--- src/rtl/store_aligner.sv ---
// -----------------------------------------------------------------------------
// store_aligner
//
// Converts one register-width store (SB/SH/SW/SD) into 8-byte-aligned memory
// write beats with lane-shifted data and byte strobes. A store whose bytes
// cross an 8-byte boundary is issued as two sequential beats (low doubleword
// first, then the next doubleword). Each completed store ends with a
// one-cycle done pulse; an illegal store type is dropped with a one-cycle
// err pulse and never reaches memory.
//
// Ports
//   clk        : clock, all logic on the rising edge
//   rst        : synchronous, active-high reset
//   req_valid  : store request present
//   req_ready  : block can accept a request (high only while idle)
//   req_func3  : store type, 000 SB / 001 SH / 010 SW / 011 SD, 1xx illegal
//   req_addr   : byte address of the store
//   req_data   : right-justified store data (rs2 value)
//   mem_valid  : write beat valid
//   mem_ready  : memory accepts the beat
//   mem_addr   : doubleword-aligned beat address (bits [2:0] always 0)
//   mem_wdata  : lane-shifted write data
//   mem_wstrb  : byte enables, bit i = byte lane i
//   done       : one-cycle pulse, store fully written
//   err        : one-cycle pulse, illegal func3, request dropped
//
// Handshakes (both channels): a transfer happens on a rising edge where
// valid && ready are both high. Once mem_valid is raised it stays high, with
// mem_addr/mem_wdata/mem_wstrb unchanged, until the beat is accepted; it
// never drops without a transfer (only rst abandons a beat). req_ready is a
// pure function of the FSM state and does not depend on req_valid.
//
// The current FSM state is held in the signal `state` (type state_t) so it
// can be observed hierarchically for debug.
// -----------------------------------------------------------------------------
module store_aligner #(
  parameter int ADDR_W = 32
) (
  input  logic              clk,
  input  logic              rst,
  input  logic              req_valid,
  output logic              req_ready,
  input  logic [2:0]        req_func3,
  input  logic [ADDR_W-1:0] req_addr,
  input  logic [63:0]       req_data,
  output logic              mem_valid,
  input  logic              mem_ready,
  output logic [ADDR_W-1:0] mem_addr,
  output logic [63:0]       mem_wdata,
  output logic [7:0]        mem_wstrb,
  output logic              done,
  output logic              err
);

  typedef enum logic [1:0] {
    IDLE  = 2'd0,
    BEAT0 = 2'd1,
    BEAT1 = 2'd2
  } state_t;

  state_t state;
  state_t state_n;

  // ---------------------------------------------------------------------------
  // Request decode (combinational, only meaningful while accepting)
  // ---------------------------------------------------------------------------
  logic [2:0]        req_off;
  logic [3:0]        req_size;
  logic [7:0]        req_mask;
  logic [15:0]       req_strb16;
  logic [63:0]       req_wdata0;
  logic [ADDR_W-1:0] req_base;
  logic              req_split;
  logic              req_illegal;
  logic              accept;

  assign req_off     = req_addr[2:0];
  assign req_size    = 4'd1 << req_func3[1:0];
  assign req_base    = {req_addr[ADDR_W-1:3], 3'b000};
  assign req_illegal = req_func3[2];
  assign accept      = req_valid && req_ready;

  always_comb begin
    req_mask = 8'h00;
    case (req_func3[1:0])
      2'd0:    req_mask = 8'h01;
      2'd1:    req_mask = 8'h03;
      2'd2:    req_mask = 8'h0F;
      default: req_mask = 8'hFF;
    endcase
  end

  // The 16-bit strobe spans both doublewords the store can touch: the low
  // byte enables belong to the first beat, the high byte to the second.
  assign req_strb16 = {8'h00, req_mask} << req_off;
  assign req_wdata0 = req_data << {req_off, 3'b000};

  // off + size never exceeds 15, so a 4-bit sum is enough.
  assign req_split  = ({1'b0, req_off} + req_size) > 4'd8;

  // ---------------------------------------------------------------------------
  // Fields captured at accept time for the second beat
  // ---------------------------------------------------------------------------
  logic [2:0]        off_q;
  logic [63:0]       data_q;
  logic [ADDR_W-1:0] base_q;
  logic [7:0]        strb_hi_q;
  logic              split_q;
  logic              latch_en;

  // Second-beat data: the bytes that spilled past lane 7 of the first beat.
  // Only reached when split, so off_q is at least 1 and the shift is < 64.
  logic [6:0]        hi_shift;
  logic [63:0]       beat1_wdata;
  logic [ADDR_W-1:0] beat1_addr;

  assign hi_shift    = 7'd64 - {1'b0, off_q, 3'b000};
  assign beat1_wdata = data_q >> hi_shift;
  // Wraps modulo 2^ADDR_W by plain truncation of the sum.
  assign beat1_addr  = base_q + {{(ADDR_W-4){1'b0}}, 4'd8};

  // ---------------------------------------------------------------------------
  // Next-state / next-output logic
  // ---------------------------------------------------------------------------
  logic              mem_valid_n;
  logic [ADDR_W-1:0] mem_addr_n;
  logic [63:0]       mem_wdata_n;
  logic [7:0]        mem_wstrb_n;
  logic              done_n;
  logic              err_n;

  assign req_ready = (state == IDLE);

  always_comb begin
    state_n     = state;
    mem_valid_n = mem_valid;
    mem_addr_n  = mem_addr;
    mem_wdata_n = mem_wdata;
    mem_wstrb_n = mem_wstrb;
    done_n      = 1'b0;
    err_n       = 1'b0;
    latch_en    = 1'b0;

    case (state)
      IDLE: begin
        if (accept) begin
          if (req_illegal) begin
            // Dropped: nothing reaches memory, stay idle.
            err_n = 1'b1;
          end else begin
            latch_en    = 1'b1;
            state_n     = BEAT0;
            mem_valid_n = 1'b1;
            mem_addr_n  = req_base;
            mem_wdata_n = req_wdata0;
            mem_wstrb_n = req_strb16[7:0];
          end
        end
      end

      BEAT0: begin
        if (mem_ready) begin
          if (split_q) begin
            state_n     = BEAT1;
            mem_addr_n  = beat1_addr;
            mem_wdata_n = beat1_wdata;
            mem_wstrb_n = strb_hi_q;
          end else begin
            state_n     = IDLE;
            mem_valid_n = 1'b0;
            mem_addr_n  = '0;
            mem_wdata_n = '0;
            mem_wstrb_n = '0;
            done_n      = 1'b1;
          end
        end
      end

      BEAT1: begin
        if (mem_ready) begin
          state_n     = IDLE;
          mem_valid_n = 1'b0;
          mem_addr_n  = '0;
          mem_wdata_n = '0;
          mem_wstrb_n = '0;
          done_n      = 1'b1;
        end
      end

      default: begin
        state_n     = IDLE;
        mem_valid_n = 1'b0;
        mem_addr_n  = '0;
        mem_wdata_n = '0;
        mem_wstrb_n = '0;
      end
    endcase
  end

  // ---------------------------------------------------------------------------
  // State and registered outputs
  // ---------------------------------------------------------------------------
  always_ff @(posedge clk) begin
    if (rst) begin
      state     <= IDLE;
      mem_valid <= 1'b0;
      mem_addr  <= '0;
      mem_wdata <= '0;
      mem_wstrb <= '0;
      done      <= 1'b0;
      err       <= 1'b0;
      off_q     <= '0;
      data_q    <= '0;
      base_q    <= '0;
      strb_hi_q <= '0;
      split_q   <= 1'b0;
    end else begin
      state     <= state_n;
      mem_valid <= mem_valid_n;
      mem_addr  <= mem_addr_n;
      mem_wdata <= mem_wdata_n;
      mem_wstrb <= mem_wstrb_n;
      done      <= done_n;
      err       <= err_n;
      if (latch_en) begin
        off_q     <= req_off;
        data_q    <= req_data;
        base_q    <= req_base;
        strb_hi_q <= req_strb16[15:8];
        split_q   <= req_split;
      end
    end
  end

endmodule

--- config.mk ---
export PLATFORM = sky130hd
export DESIGN_NAME = store_aligner
export DESIGN_NICKNAME = d
export VERILOG_FILES = /design/src/rtl/store_aligner.sv
export SDC_FILE = /design/constraint.sdc
export NUM_CORES = 1
export LEC_CHECK = 0
export ABC_AREA = 1
export ABC_CLOCK_PERIOD_IN_PS = 4870
export CAP_MARGIN = 20
export CORE_MARGIN = 2
export CORE_UTILIZATION = 50
export CTS_CLUSTER_DIAMETER = 50
export DETAILED_ROUTE_END_ITERATION = 7
export DONT_BUFFER_PORTS = 1
export PLACE_DENSITY_LB_ADDON = 0.3
export SLEW_MARGIN = 20
export SYNTH_ARGS = -nofsm -noshare
export SYNTH_HDL_FRONTEND = slang
export SYNTH_SLANG_ARGS = --single-unit
--- constraint.sdc ---
create_clock -name clk -period 4.87 [get_ports clk]
set_input_delay 0.2435 -clock clk [delete_from_list [all_inputs] [get_ports clk]]
set_output_delay 0.2435 -clock clk [all_outputs]
set_load 0.1 [all_outputs]
**After elaboration in Yosys (flattened, before gate mapping)**

Cells that the tools add are included.

- Add/sub/neg operators: 3
- Order comparisons: 1
- Eq/ne operators: 9
- Shift operators: 4
- Multiplexer cells: 39
- Bitwise gates (word level): 2
- Reduce and logical (&&, ||, !) cells: 6

Operators with widths:

| kind | count |
|---|---|
| two-way mux 64 bit | 5 |
| one-hot mux 64 bit (3 select lines) | 1 |
| two-way mux 32 bit | 5 |
| one-hot mux 32 bit (3 select lines) | 1 |
| << shifter 64 x 6 -> 64 bit | 1 |
| right shift 64 x 7 -> 64 bit | 1 |
| one-hot mux 8 bit (3 select lines) | 2 |
| two-way mux 8 bit | 5 |
| adder 32 x 4 -> 32 bit (second input constant) | 1 |
| << shifter 8 x 3 -> 16 bit | 1 |
| two-way mux 1 bit | 12 |
| two-way mux 2 bit | 5 |
| inequality test 2 bit (second input constant) | 4 |
| subtractor 7 x 6 -> 7 bit (first input constant) | 1 |
| one-hot mux 2 bit (3 select lines) | 1 |
| AND reduction 5 bit | 1 |
| adder 3 x 4 -> 4 bit | 1 |
| == test 2 x 1 -> 1 bit (second input constant) | 2 |
| == test 2 bit (second input constant) | 2 |
| greater-than comparator 4 bit (second input constant) | 1 |
| logical NOT 2 bit | 2 |
| AND reduction 4 bit | 1 |
| << shifter 1 x 2 -> 4 bit (first input constant) | 1 |
| one-hot mux 1 bit (3 select lines) | 1 |
| other kinds (5) | 6 |

- Register bits after elaboration: 214
- Bits of input ports: 103
- Output and inout port bits: 108
- Word-level logic and storage cells: 76

**Logic depth before layout (Yosys ltp)**

- Depth after elaboration: 6
- Depth in mapped cells: 13

**Least setup slack after synthesis**

No wires, ideal clock.

- Kind: reg-to-reg
- Start point: register state[0]
- End point: register mem_wdata[40]
- Library setup time: 0.070 ns
- Arrival time: 2.467 ns
- Required time: 4.800 ns
- Path slack: 2.332 ns
- Cell stages (with the launch flop): 11
- Path buffers: 2
- Clock period less this slack: 2.538 ns
- Path through: dfxtp_1 inv_1 ha_1 buf_2 nand2_1 clkinv_1 clkbuf_1 nand2_1 nand3_1 nand2_1 a21oi_1

- Longest elaborated chain between the ends: 4

RTL lines:

| item | line | text |
|---|---|---|
| start: declaration | 61 | `state_t state;` |
| start signal: assignment | 218 | `state <= state_n;` |
| logical NOT 2 bit (*) | 132 | `assign req_ready = (state == IDLE);` |
| named net req_ready | 42 | `output logic req_ready,` |
| logical AND 1 bit | 81 | `assign accept = req_valid && req_ready;` |
| inequality test 2 x 1 -> 1 bit (no source line) | - |  |
| AND reduction 4 bit (no source line) | - |  |
| end signal: assignment | 221 | `mem_wdata <= mem_wdata_n;` |
| end: declaration | 49 | `output logic [63:0] mem_wdata,` |

Mark *: on every way through the listed nets, which the timed path passes. The rest lies on a longest branch.
A chain may end at the register's enable or synchronous reset.

**Worst setup path after layout**

- Start point: register state[1]
- End point: register mem_addr[17]

- Longest elaborated chain between the ends: 4

RTL lines:

| item | line | text |
|---|---|---|
| logical NOT 2 bit | 132, 144 |  |
| logical AND 1 bit | 81 |  |
| inequality test 2 x 1 -> 1 bit (no source line) | - |  |
| AND reduction 4 bit (no source line) | - |  |
| end signal: assignment | 220 | `mem_addr <= mem_addr_n;` |
| end: declaration | 48 | `output logic [ADDR_W-1:0] mem_addr,` |

Parallel ways exist; a longest one is shown, timed or not.

==> flow_summary.ini <==
[clocking]
path_clk_slew_ns = 0.06
insertion_delay_ns = 0.56
numCtsBuffers = 28
clockBufferDepth = 3
hold_buffers = 100
cts_root_buf = clkbuf_16
cts_tree = yes
cts.sinks = 210
htreeDepth = 1
cts_setup_buffers = 0
ctsResizeCount = 0

[power]
p_switching_mw = 4.27
p_total_mw = 8.36
power_density_mw_per_mm2 = 598
internal_power_mw = 4.08
switching_share_pct = 51.1
vdd_drop_max_uv = 791
power_frac_comb_pct = 29.0
p_leak_nw = 5.41
seq_power_share_pct = 45.3
power_frac_clock_pct = 25.7

[floorplanning]
rows = 56
initial_utilization_pct = 51.0
ios = 211
die_h_um = 159
chipWidth_um = 159
dieArea_mm2 = 0.0252
design.core.area_mm2 = 0.0235

[setup_path]
crit_fanout = 106
max_stage_delay_ns = 0.83
cp_common_cell = nand2_1
critPathKind = flop to flop
path_cells = inv_1 > ha_2 > nand2_1 > nand2_4 > buf_4 > nand2_1 > a21oi_1 > dlygate4sd3_1
cp.depth = 8
slowest_stage = buf_4
path_buf_inv = 3
crit_family = buffers and inverters
critPathRequiredTime_ns = 5.37
worst_r2r_path_depth = 8
start_kind = flop
endpoint_kind = flop
arrival_ns = 3.53

[timing]
hold_violations = 0
fmaxAchievable_mhz = 330
tns_ns = 0
fin_crit_ns = 3.03
finalWorstSetupSlack_ns = 1.84
rsz0062_at_grt = no
period_share_pct = 62.2
setup_viol = 0
worst_slew_pin_slew_ns = 1.14
slew_headroom_pct = 24.0
drv_slew = 0
finClkSkew_ns = 0.0172

[yosys]
synth_compound_gate_area_share_pct = 25.6
synth_most_common_cell = nand2_1
yosys-top-cells-count = 637 x nand2_1, 272 x o21ai_0, 219 x a21oi_1
yosys_warnings = 0
synth_top_area_share_pct = 35.1
synth_area_leaders = dfxtp_1 35%, nand2_1 20%, o21ai_0 11%
ys_types = 37
ys_ff_latch = 210
synth-simple-area-share_pct = 28.7
synth_top_family_by_area = simple AND/OR/NAND/NOR gates
synthArstFlopShare_pct = 0
syn_area_per_cell_um2 = 6.18
synth_mux_area_share_pct = 0.502
synth-seq-area-share_pct = 35.1
synthFlopType = dfxtp_1
post_synth_xor_area_fraction_pct = 0.282
post_synth_fa_ha_maj_area_fraction_pct = 1.00
synth_edf_count = 0
netlist_instances = 1939
yosysTopAreaCell = dfxtp_1
synth.cell_area_mm2 = 0.0120

[drt]
dr.pass1.iters = 8
wl_per_cell_um = 20.9
drtAntennaViolNets = 0
via_per_inst = 5.92
vias = 13500
drt_wl_total_um = 47900
drtIter0Drc = 1660
drc_errors = 0

[worst_hold_path]
worstHoldPathType = primary input to flop
min_path_cells = 4

[run]
drv_cap = 0

[cells_and_area]
fill_cells = 2293
nets = 2061
syn_to_final_growth_pct = 16.6
finalCoreUtilization_pct = 59.5
drive_above_1_share_pct = 4.88
multi_input_area_mm2 = 0.00675
regArea_mm2 = 0.00421
num_antenna_cells = 0

[placement]
place_hpwl_um = 32900
place_ws_ns = 1.96
io_buffers = 0
globalplace.congestion = 1.07

[run_status]
status = completed

[global_route]
antenna_found_initial = 1
grt_max_degree = 122
gr-total-overflow = 0
first_global_vias = 12700
grt_first_pass_wirelength_um = 73100
track_usage_pct = 36.7
metrics by stage:
stage               hold WS [ns]  area, um2  instances
floorplan                  0.378      12000       1941
global placement           0.323      12000       2137
detailed placement         0.326      12000       2137
CTS                      0.00235      14000       2287
global route              0.0557      14000       2288
finish                    0.0100      14000       2288
power groups by stage:
stage | clock network (mW) | logic, mW | registers, mW
5_1_grt | 2.22 | 2.62 | 3.82
2_1_floorplan | 0 | 1.64 | 3.70
3_3_place_gp | 0 | 2.25 | 3.81
3_5_place_dp | 0 | 2.25 | 3.81
4_1_cts | 2.16 | 2.35 | 3.78
6_report | 2.15 | 2.42 | 3.79
registers in the layout, indices dropped and copies added, names as in the netlist:
| signal | flops |
|---|---|
| base_q | 29 |
| mem_addr | 29 |
| off_q | 3 |
| err | 1 |
| state | 2 |
| mem_wdata | 64 |
| strb_hi_q | 7 |
| data_q | 64 |
| done | 1 |
| mem_valid | 1 |
| mem_wstrb | 8 |
| split_q | 1 |
layer usage:
metal  vias up  share of wire [%]  track usage [%]
met2       827                 44             58.8
met4         2                7.0             21.5
li1       6388                  -                -
met5         -              0.025                0
met1      6158                 39             46.2
met3       164                9.6             6.79
worst paths after layout:
| check | from | to | slack [ns] |
|---|---|---|---|
| worst max register to register | state[1] | mem_addr[17] | 1.84 |
| worst min-delay path | req_addr[23] | mem_addr[23] | 0.01 |
| worst min register to register | data_q[34] | data_q[34] | 0.47 |
| worst max-delay path | state[1] | mem_addr[17] | 1.84 |
final cells by class:
type                    count  share of cell area, %
clock buffers              38                   5.65
repair buffers            117                   8.23
clock inverters            12                   1.25
flip-flops and latches    210                   30.1
well taps                 319                   2.86
multi-input cells        1460                   48.3
inverters                 132                   3.55
cells by family (layout without fill, tap and decap cells):
family	count (synthesis)	in the layout
xor+xnor	3	3
fa+ha+maj	9	9
flops	210	210
mux	6	6
compound gates	574	574
simple gates	865	865
other cells	1	3
buf+inv	271	299
worst register-to-register path, stage by stage (launching register included):
cell	delay [ns]
dfxtp_1	0.31
inv_1	0.09
ha_2	0.59
nand2_1	0.19
nand2_4	0.11
buf_4	0.83
nand2_1	0.13
a21oi_1	0.17
dlygate4sd3_1	0.55
cells in the final DEF (no fill, tap or decap), types with 22 or more instances in the layout:
cell / synthesis / layout
nor2_1: 110 / 108
inv_1: 128 / 126
clkbuf_16: 0 / 29
o21ai_0: 272 / 272
o211ai_1: 51 / 51
nand3_1: 75 / 75
dfxtp_1: 210 / 209
nand2_1: 637 / 636
dlygate4sd3_1: 0 / 99
or2_2: 22 / 22
a21oi_1: 219 / 219
Power figures use the tool's default switching activity.
